**config.mk**
```make
export PLATFORM = sky130hd
export DESIGN_NAME = serial_comparator_nbit_flat
export DESIGN_NICKNAME = d
export VERILOG_FILES = /design/src/rtl/serial_comparator_nbit_if.sv /design/src/rtl/serial_comparator_nbit.sv /design/src/flat_wrapper.sv
export SDC_FILE = /design/constraint.sdc
export NUM_CORES = 1
export LEC_CHECK = 0
export CORE_ASPECT_RATIO = 0.7
export CORE_MARGIN = 5
export CORE_UTILIZATION = 31
export CTS_CLUSTER_SIZE = 24
export DETAILED_ROUTE_END_ITERATION = 8
export SLEW_MARGIN = 10
export SYNTH_ARGS = -nofsm -noshare
export SYNTH_HDL_FRONTEND = slang
export SYNTH_SLANG_ARGS = --single-unit
```
**constraint.sdc**
```tcl
create_clock -name clk -period 6.1 [get_ports clk]
set_input_delay 0.915 -clock clk [delete_from_list [all_inputs] [get_ports clk]]
set_output_delay 0.915 -clock clk [all_outputs]
set_load 0.02 [all_outputs]
```
**src/rtl/serial_comparator_nbit_if.sv**
```systemverilog
// serial_comparator_nbit_if: start/operand/result bundle between a requester and the comparator
interface serial_comparator_nbit_if #(
  parameter int WIDTH = 16
);
  logic             start;
  logic             signed_mode;
  logic [WIDTH-1:0] A;
  logic [WIDTH-1:0] B;
  logic             busy;
  logic             done;
  logic             A_greater_B;
  logic             A_equal_B;
  logic             A_lesser_B;
  modport master (
    output start, signed_mode, A, B,
    input  busy, done, A_greater_B, A_equal_B, A_lesser_B
  );
  modport slave (
    input  start, signed_mode, A, B,
    output busy, done, A_greater_B, A_equal_B, A_lesser_B
  );
endinterface

```
**src/rtl/serial_comparator_nbit.sv**
```systemverilog
// serial_comparator_nbit: digit-serial MSB-first magnitude comparator with early termination
module serial_comparator_nbit #(
  parameter int WIDTH = 16,
  parameter int DIGIT = 4
) (
  input  logic                     clk,
  input  logic                     rst,
  serial_comparator_nbit_if.slave  bus
);
  localparam int NDIG = WIDTH / DIGIT;
  localparam int IW   = (NDIG > 1) ? $clog2(NDIG) : 1;
  typedef enum logic {IDLE, RUN} state_t;
  state_t           state_q;
  logic [IW-1:0]    idx_q;
  logic [WIDTH-1:0] a_q, b_q;
  logic             sm_q, done_q, gt_q, eq_q, lt_q;
  logic             top;
  logic [DIGIT-1:0] msk, sa, sb;
  // signed compare of the top slice reduces to unsigned after flipping both sign bits
  always_comb begin
    top = sm_q && (idx_q == IW'(NDIG - 1));
    msk = {DIGIT{top}} & (DIGIT'(1) << (DIGIT - 1));
    sa  = DIGIT'(a_q >> (int'(idx_q) * DIGIT)) ^ msk;
    sb  = DIGIT'(b_q >> (int'(idx_q) * DIGIT)) ^ msk;
  end
  always_ff @(posedge clk) begin
    if (rst) begin
      state_q <= IDLE;
      idx_q   <= '0;
      a_q     <= '0;
      b_q     <= '0;
      sm_q    <= 1'b0;
      done_q  <= 1'b0;
      gt_q    <= 1'b0;
      eq_q    <= 1'b0;
      lt_q    <= 1'b0;
    end else begin
      done_q <= 1'b0;
      if (state_q == IDLE) begin
        if (bus.start) begin
          a_q     <= bus.A;
          b_q     <= bus.B;
          sm_q    <= bus.signed_mode;
          idx_q   <= IW'(NDIG - 1);
          state_q <= RUN;
        end
      end else if (sa != sb || idx_q == '0) begin
        gt_q    <= sa > sb;
        lt_q    <= sa < sb;
        eq_q    <= sa == sb;
        done_q  <= 1'b1;
        state_q <= IDLE;
      end else begin
        idx_q <= idx_q - 1'b1;
      end
    end
  end
  assign bus.busy        = state_q == RUN;
  assign bus.done        = done_q;
  assign bus.A_greater_B = gt_q;
  assign bus.A_equal_B   = eq_q;
  assign bus.A_lesser_B  = lt_q;
endmodule
```
**src/flat_wrapper.sv**
```systemverilog
// flat-port wrapper written by rule: the top's interface ports become plain ports
module serial_comparator_nbit_flat 
#(
  parameter int WIDTH = 16,
  parameter int DIGIT = 4
)
  (clk, rst, bus_start, bus_signed_mode, bus_A, bus_B, bus_busy, bus_done, bus_A_greater_B, bus_A_equal_B, bus_A_lesser_B);
  serial_comparator_nbit_if #(.WIDTH(WIDTH)) bus_i ();
  input  logic clk;
  input  logic rst;
  input wire logic [$bits(bus_i.start)-1:0] bus_start;
  input wire logic [$bits(bus_i.signed_mode)-1:0] bus_signed_mode;
  input wire logic [$bits(bus_i.A)-1:0] bus_A;
  input wire logic [$bits(bus_i.B)-1:0] bus_B;
  output wire logic [$bits(bus_i.busy)-1:0] bus_busy;
  output wire logic [$bits(bus_i.done)-1:0] bus_done;
  output wire logic [$bits(bus_i.A_greater_B)-1:0] bus_A_greater_B;
  output wire logic [$bits(bus_i.A_equal_B)-1:0] bus_A_equal_B;
  output wire logic [$bits(bus_i.A_lesser_B)-1:0] bus_A_lesser_B;
  assign bus_i.start = bus_start;
  assign bus_i.signed_mode = bus_signed_mode;
  assign bus_i.A = bus_A;
  assign bus_i.B = bus_B;
  assign bus_busy = bus_i.busy;
  assign bus_done = bus_i.done;
  assign bus_A_greater_B = bus_i.A_greater_B;
  assign bus_A_equal_B = bus_i.A_equal_B;
  assign bus_A_lesser_B = bus_i.A_lesser_B;
  serial_comparator_nbit #(.WIDTH(WIDTH), .DIGIT(DIGIT)) u_core (.clk(clk), .rst(rst), .bus(bus_i));
endmodule
```
Yosys cells after proc, flatten, opt, wreduce, memory -nomap -nowiden
Index checks and enable logic that the tools add are counted.
{"block": "word_totals", "ff_bits": 40, "word_cells": 36, "output_inout_bits": 5}
{"block": "classes", "muxes": 7, "n_reduce_logical": 8, "order_cmp": 2, "bitwise": 3, "n_eq_ne": 4, "addsub": 1, "shifts": 2}
{"operator": "right shift 16 x 4 -> 4 bit", "count": 2}
{"operator": "XOR 4 bit", "count": 2}
{"operator": "2-to-1 mux 2 bit", "count": 3}
{"operator": "AND reduction 2 bit", "count": 3}
{"operator": "== test 4 bit", "count": 1}
{"operator": "> comparator 4 bit", "count": 1}
{"operator": "< comparator 4 bit", "count": 1}
{"operator": "2-to-1 mux 1 bit", "count": 4}
{"operator": "inequality test 4 bit", "count": 1}
{"operator": "== test 2 bit, second input constant", "count": 1}
{"operator": "logical NOT 2 bit", "count": 1}
{"operator": "inequality test 2 bit, second input constant", "count": 1}
{"operator": "nonzero test 2 bit", "count": 1}
{"operator": "OR reduction 2 bit", "count": 1}
{"operator": "subtractor 2 x 1 -> 2 bit, second input constant", "count": 1}
{"operator": "logical AND 1 bit", "count": 1}
{"operator": "logical OR 1 bit", "count": 1}
{"operator": "inverter 1 bit", "count": 1}

Longest topological paths before layout
Gate-level depths: netlist of run 1.
{"block": "depth", "word_depth": 7, "depth_mapped": 8}

Worst setup path before layout of run 1
OpenSTA, ideal clock, no wires.
{"block": "synth_timing", "path_type": "register to register", "from": "reg u_core.idx_q[0]", "to": "reg u_core.idx_q[0]", "setup_time_ns": 0.070, "t_arrival_ns": 2.079, "setup_slack_ns": 3.951, "path_stages_with_launch": 9, "period_less_slack_ns": 2.149, "cell_sequence": "dfxtp_1 -> buf_6 -> mux4_2 -> xor2_1 -> ha_1 -> nand4_1 -> o21ai_2 -> o21ai_0 -> a21oi_1"}
{"block": "synth_between", "elab_chain_len": 7, "elab_cells_between_ends": 14, "classes_between": "add/sub: 1; eq/ne: 3; shift: 2; mux: 2; bitwise: 2; reduce/logical: 4"}
{"item": "start: declaration", "line": "serial_comparator_nbit.sv:14", "rtl": "logic [IW-1:0] idx_q;"}
{"item": "start signal: assignment", "line": "serial_comparator_nbit.sv:44", "rtl": "idx_q <= IW'(NDIG - 1);"}
{"item": "start signal: assignment", "line": "serial_comparator_nbit.sv:54", "rtl": "idx_q <= idx_q - 1'b1;"}
{"item": "branches (longest 7 deep; another with right shift 16 x 4 -> 4 bit)"}
Parallel ways; which one is timed is not known. The select of a mux whose other input is x is not followed.
A chain may end at the register's enable or synchronous reset.

Worst setup path after layout of run 1
Ends and elaborated chain as after synthesis.

==> impl_metrics.env, run 1 <==
export IMPL_ant_nets=0
export IMPL_cpLargestDelayFamily="flip-flops"
export IMPL_track_usage_pct=10.9
export IMPL_cts_tree="built"
export IMPL_arrival_ns=2.82
export IMPL_holdBufCountCts=0
export IMPL_p_clk_share_pct=32.8
export IMPL_fin_cells=308
export IMPL_fp_dieW_um=99.8
export IMPL_grt_first_pass_wirelength_mm=6.33
export IMPL_comb_power_share_pct=20.6
export IMPL_syn_inst=200
export IMPL_clock_latency_ns=0.29
export IMPL_wire_per_inst_um=12.3
export IMPL_start_util_pct=32.6
export IMPL_tightest_slew_ns=0.540
export IMPL_via_per_inst=4.65
export IMPL_reg2regPathDepth=7
export IMPL_drv_cap=0
export IMPL_die_h_um=72.9
export IMPL_grt_overflow=0
export IMPL_cp_end_kind="register"
export IMPL_path_buf_inv=0
export IMPL_finalSetupViolations=0
export IMPL_fillers=548
export IMPL_cts_setup_buffers=0
export IMPL_period_needed_ns=2.60
export IMPL_ioPinCount=41
export IMPL_htreeDepth=2
export IMPL_rsz0062_at_grt="false"
export IMPL_leakage_nw=0.875
export IMPL_min_delay_start="u_core.b_q[10]"
export IMPL_p_seq_share_pct=46.6
export IMPL_fmax_mhz=385
export IMPL_worstPathRequired_ns=6.32
export IMPL_min_path_cells=2
export IMPL_cts_inserted_buffers=5
export IMPL_most_common_layout_cells="70 x nand2_1, 40 x clkdlybuf4s50_1, 40 x dfxtp_1, 39 x a21oi_1"
export IMPL_cts_root_buf="clkbuf_8"
export IMPL_syn_cell_area_mm2=0.00175
export IMPL_placeableCoreArea_mm2=0.00537
export IMPL_internal_power_w=0.000474
export IMPL_synth_top_area_share_pct=45.7
export IMPL_crit_type="register to register"
export IMPL_ys_seq_area_share_pct=45.7
export IMPL_final_common_cell="nand2_1"
export IMPL_crit_chain="mux4_2 -> xnor2_1 -> ha_1 -> nand4_1 -> o21ai_2 -> o21ai_0 -> a21oi_1"
export IMPL_dpl_cell_area_mm2=0.00219
export IMPL_skew_ns=0.00687
export IMPL_yosys_warnings=0
export IMPL_antenna_found_initial=0
export IMPL_syn_nets=242
export IMPL_r2r_start="u_core.idx_q[0]"
export IMPL_relSlewSlack_pct=64.0
export IMPL_stdcell_area_mm2=0.00229
export IMPL_startpoint_type="register"
export IMPL_gp_congestion=0.717
export IMPL_grt_pass1_vias=1404
export IMPL_areaGrowthSynthToFinish_pct=31.0
export IMPL_pwr_density_cell_mw_per_mm2=283
export IMPL_syn_area_per_cell_um2=8.75
export IMPL_cp_max_fo=11
export IMPL_r2r_end="u_core.idx_q[0]"
export IMPL_num_rows=22
export IMPL_dieArea_mm2=0.00727
export IMPL_route_vias_total=1433
export IMPL_drt_initial_drc_count=39
export IMPL_cts_buffer_depth=2
export IMPL_cts_sinks=40
export IMPL_cts_resized=0
export IMPL_worstHoldPathType="register to register"
export IMPL_reg2reg_slack_ns=3.50
export IMPL_port_buffers=40
export IMPL_ir_drop_mv=0.0874
export IMPL_finalMaxSlewViolations=0
export IMPL_cpPeakStageDelay_ns=0.66
export IMPL_finalNetCount=277
export IMPL_synth_seq_cells=40
export IMPL_synth_area_top_cells="dfxtp_1 46%, nand2_1 15%, a21oi_1 11%, mux4_1 9.0%, ha_1 4.3%"
export IMPL_routed_wl_mm=3.80
export IMPL_placed_cells=300
export IMPL_grt_max_degree=41
export IMPL_cp_slowest_cell="dfxtp_1"
export IMPL_yosysTopAreaCell="dfxtp_1"
export IMPL_first_pass_iters=4
export IMPL_min_period_over_period_pct=42.6
export IMPL_hold_viol=0
export IMPL_outcome="complete, no violations"
export IMPL_drive_above_1_share_pct=6.78
export IMPL_hold_path_end="u_core.b_q[10]"
export IMPL_switching_share_pct=26.9
export IMPL_drcViolationCount=0
export IMPL_path_clk_slew_ns=0.08
export IMPL_switchingPower_w=0.000175
export IMPL_antennaDiodeCount=0
export IMPL_dpl_hpwl_mm=2.72
export IMPL_finalSetupTns_ns=0
export IMPL_ys_types=25
==> worst max path at each step <==
stage	start	endpoint	slack, ns	cells after the start
final	u_core.idx_q[0]	u_core.idx_q[0]	3.50	7
after global routing	u_core.idx_q[0]	u_core.idx_q[0]	3.17	7
after CTS	u_core.idx_q[0]	u_core.idx_q[0]	3.47	7
after detailed placement	u_core.idx_q[0]	u_core.idx_q[0]	3.48	7
after global placement	u_core.idx_q[0]	u_core.idx_q[1]	3.61	7
after floorplan	u_core.idx_q[0]	u_core.idx_q[0]	3.95	8
==> metrics by stage <==
stage	hold WS [ns]	total power (W)	util, %	setup WS [ns]
2_1_floorplan	0.432	0.000395	-	3.95
3_3_place_gp	0.441	0.000441	40.7	3.61
3_5_place_dp	0.446	0.000444	40.7	3.48
4_1_cts	0.456	0.000656	42.7	3.47
5_1_grt	0.475	0.000684	42.7	3.17
6_report	0.457	0.000649	42.7	3.50
==> per-layer routing <==
layer	track usage (%)	up-vias	wire, um
met1	14.3	649	1920
met3	3.53	9	176
met2	16.2	36	1620
met4	5.00	0	81
li1	-	739	-
met5	0	-	0
==> power by group through the flow <==
stage	clock, W	sequential, W	combinational [W]
final	0.000213	0.000303	0.000134
after global routing	0.000228	0.000307	0.000149
after detailed placement	0	0.000309	0.000135
after global placement	0	0.000309	0.000133
after CTS	0.000217	0.000303	0.000135
after floorplan	0	0.000302	0.0000927
==> synth_stat cells, drive strengths merged <==
cell / count
buf: 13
xnor2: 1
o21ai: 2
nand4: 1
a211oi: 1
ha: 6
a31o: 2
nor2b: 2
inv: 5
o211ai: 1
nand2b: 1
xor2: 1
nand3b: 1
mux4: 8
a21o: 1
dfxtp: 40
nor2: 3
a21oi: 39
nand2: 70
clkbuf: 2
==> area by class of cell <==
cell class / instances / area, um2 / share of cell area, %
multi-input cells: 140 / 853 / 37.2
flip-flops and latches: 40 / 801 / 34.9
repair buffers: 43 / 423 / 18.4
well taps: 72 / 90.1 / 3.93
clock buffers: 6 / 72.6 / 3.16
clock inverters: 2 / 35.0 / 1.53
inverters: 5 / 18.8 / 0.818
==> worst min-delay path, delay by kind of cell, from the launching register on <==
kind	cells	cell delay [ns]
AND/OR/NAND/NOR	1	0.05
flip-flops	1	0.31
AO/OA/AOI/OAI	1	0.05
==> flip-flops by register name, indices dropped and copies added (netlist names) <==
| signal | flops |
|---|---|
| u_core.bus.busy | 1 |
| u_core.a_q | 16 |
| u_core.bus.A_equal_B | 1 |
| u_core.sm_q | 1 |
| u_core.bus.done | 1 |
| u_core.idx_q | 2 |
| u_core.b_q | 16 |
| u_core.bus.A_greater_B | 1 |
| u_core.bus.A_lesser_B | 1 |
==> kinds of logic (layout without fill, tap and decap cells) <==
| logic type | Yosys count | in the layout | share of synthesized area, % |
|---|---|---|---|
| flip-flops | 40 | 40 | 45.7 |
| multiplexers | 8 | 8 | 11.6 |
| AND/OR/NAND/NOR | 78 | 78 | 17.5 |
| adder cells (fa/ha/maj) | 6 | 6 | 4.29 |
| AO/OA/AOI/OAI | 46 | 46 | 14.2 |
| buffers and inverters | 20 | 56 | 5.65 |
| XOR/XNOR | 2 | 2 | 1.00 |
Note: power is estimated with default switching activity, not from simulation.
==> run 2: changes to the inputs <==
==> constraint.sdc (replaced) <==
create_clock -name clk -period 2.5 [get_ports clk]
set_input_delay 0.375 -clock clk [delete_from_list [all_inputs] [get_ports clk]]
set_output_delay 0.375 -clock clk [all_outputs]
set_load 0.02 [all_outputs]
==> run 2 against run 1 <==
Compared with the run above:
- combinational power rose to 2.7 times the previous value
- utilization grew 0.72 points
- first-iteration DRC count is 5.1% lower
- sequential share of layout area fell by 0.53 points
- flip-flop and latch count unchanged
- maximum frequency up 12%
- global-route usage grew 0.23 points
- worst hold slack worse by 0.0030 ns
- cell count grew 2.3%
- critical path depth unchanged
- critical path type unchanged
==> impl_metrics.env, run 2 (synthesized netlist as in run 1, its figures left out) <==
export IMPL_arrival_ns=2.55
export IMPL_cp_end_kind="register"
export IMPL_skew_ns=0.00504
export IMPL_track_usage_pct=11.1
export IMPL_internal_power_w=0.00110
export IMPL_wire_per_inst_um=12.0
export IMPL_relSlewSlack_pct=74.1
export IMPL_ioPinCount=41
export IMPL_dpl_hpwl_mm=2.83
export IMPL_cts_root_buf="clkbuf_8"
export IMPL_ir_drop_mv=0.194
export IMPL_fillers=550
export IMPL_pwr_density_cell_mw_per_mm2=655
export IMPL_final_common_cell="nand2_1"
export IMPL_reg2regPathDepth=7
export IMPL_finalMaxSlewViolations=0
export IMPL_cp_max_fo=6
export IMPL_cts_inserted_buffers=5
export IMPL_reg2reg_slack_ns=0.17
export IMPL_holdBufCountCts=0
export IMPL_start_util_pct=32.6
export IMPL_cts_buffer_depth=2
export IMPL_hold_path_end="u_core.bus.A_greater_B"
export IMPL_path_clk_slew_ns=0.07
export IMPL_switching_share_pct=27.8
export IMPL_min_delay_start="u_core.bus.A_greater_B"
export IMPL_finalSetupTns_ns=0
export IMPL_fmax_mhz=430
export IMPL_r2r_start="u_core.idx_q[0]"
export IMPL_antennaDiodeCount=0
export IMPL_htreeDepth=2
export IMPL_areaGrowthSynthToFinish_pct=33.2
export IMPL_grt_max_degree=40
export IMPL_clock_latency_ns=0.29
export IMPL_routed_wl_mm=3.79
export IMPL_p_seq_share_pct=47.9
export IMPL_route_vias_total=1454
export IMPL_ant_nets=0
export IMPL_drcViolationCount=0
export IMPL_r2r_end="u_core.idx_q[1]"
export IMPL_most_common_layout_cells="70 x nand2_1, 40 x clkdlybuf4s50_1, 39 x a21oi_1, 39 x dfxtp_1, 10 x buf_4"
export IMPL_tightest_slew_ns=0.384
export IMPL_min_period_over_period_pct=93.0
export IMPL_switchingPower_w=0.000425
export IMPL_dieArea_mm2=0.00727
export IMPL_regArea_um2=802
export IMPL_placeableCoreArea_mm2=0.00537
export IMPL_worst_slack_ns=0.174
export IMPL_post_place_ws_ns=0.0610
export IMPL_multiInputGateArea_um2=853
export IMPL_hold_viol=0
export IMPL_via_per_inst=4.62
export IMPL_reg_largest_list="u_core.a_q: 16 flops, u_core.b_q: 16 flops, u_core.idx_q: 2 flops"
export IMPL_finalNetCount=284
export IMPL_die_h_um=72.9
export IMPL_antenna_found_initial=0
export IMPL_worstHoldPathType="register to register"
export IMPL_num_rows=22
export IMPL_drive_above_1_share_pct=10.3
export IMPL_comb_power_share_pct=23.6
export IMPL_startpoint_type="register"
export IMPL_p_clk_share_pct=28.5
export IMPL_outcome="complete, no violations"
export IMPL_fp_dieW_um=99.8
export IMPL_grt_overflow=0
export IMPL_finalSetupViolations=0
export IMPL_rsz0062_at_grt="false"
export IMPL_crit_type="register to register"
export IMPL_grt_pass1_vias=1453
export IMPL_grt_first_pass_wirelength_mm=6.35
export IMPL_port_buffers=40
export IMPL_worstPathRequired_ns=2.72
export IMPL_drv_cap=0
export IMPL_leakage_nw=0.904
export IMPL_drt_initial_drc_count=37
export IMPL_gp_congestion=0.845
export IMPL_first_pass_iters=4
export IMPL_cts_tree="built"
export IMPL_cts_sinks=40
export IMPL_period_needed_ns=2.33
export IMPL_min_path_cells=2
## run 2: power by group through the flow
stage	registers (W)	clock network, W	logic (W)
2_1_floorplan	0.000738	0	0.000226
3_3_place_gp	0.000746	0	0.000347
3_5_place_dp	0.000747	0	0.000353
4_1_cts	0.000733	0.000455	0.000354
5_1_grt	0.000740	0.000484	0.000402
6_report	0.000731	0.000436	0.000360
## run 2: timing repair
item,in CTS,in global routing
setup endpoints to repair,0,3
buffers inserted,0,2
gates resized for setup,0,1
## run 2: area by class of cell
cell class	instances	area share, %
clock buffers	6	3.54
inverters	5	0.805
repair buffers	50	20.4
flip-flops and latches	40	34.4
well taps	72	3.86
multi-input cells	140	36.6
clock inverters	2	0.429
## run 2: how the worst max path moves through the flow
| stage | from | end |
|---|---|---|
| after floorplan | u_core.idx_q[0] | u_core.idx_q[0] |
| after global placement | u_core.idx_q[0] | u_core.idx_q[1] |
| after detailed placement | u_core.idx_q[0] | u_core.idx_q[1] |
| after CTS | u_core.idx_q[0] | u_core.idx_q[1] |
| after global routing | u_core.idx_q[0] | u_core.idx_q[0] |
| final | u_core.idx_q[0] | u_core.idx_q[1] |
## run 2: worst max-delay path, stage by stage (launching register included)
cell	delay, ns
dfxtp_2	0.41
mux4_2	0.52
xor2_1	0.16
ha_1	0.32
nand4_1	0.21
o21ai_2	0.25
o21ai_0	0.20
a21oi_1	0.18
## run 2: stage by stage
step	std cells	instance area [um2]	power [W]	util [%]	hold slack, ns
global route	315	2330	0.00162	43.4	0.471
finish	315	2330	0.00153	43.4	0.454
floorplan	200	1750	0.000964	-	0.432
CTS	313	2320	0.00154	43.1	0.455
global placement	305	2220	0.00109	41.4	0.441
detailed placement	305	2220	0.00110	41.4	0.444
## run 2: layer usage
metal | routed length, um | global-route usage [%]
met1 | 1880 | 13.6
met2 | 1600 | 17.0
met3 | 234 | 4.01
met4 | 77 | 6.21
met5 | 0 | 0
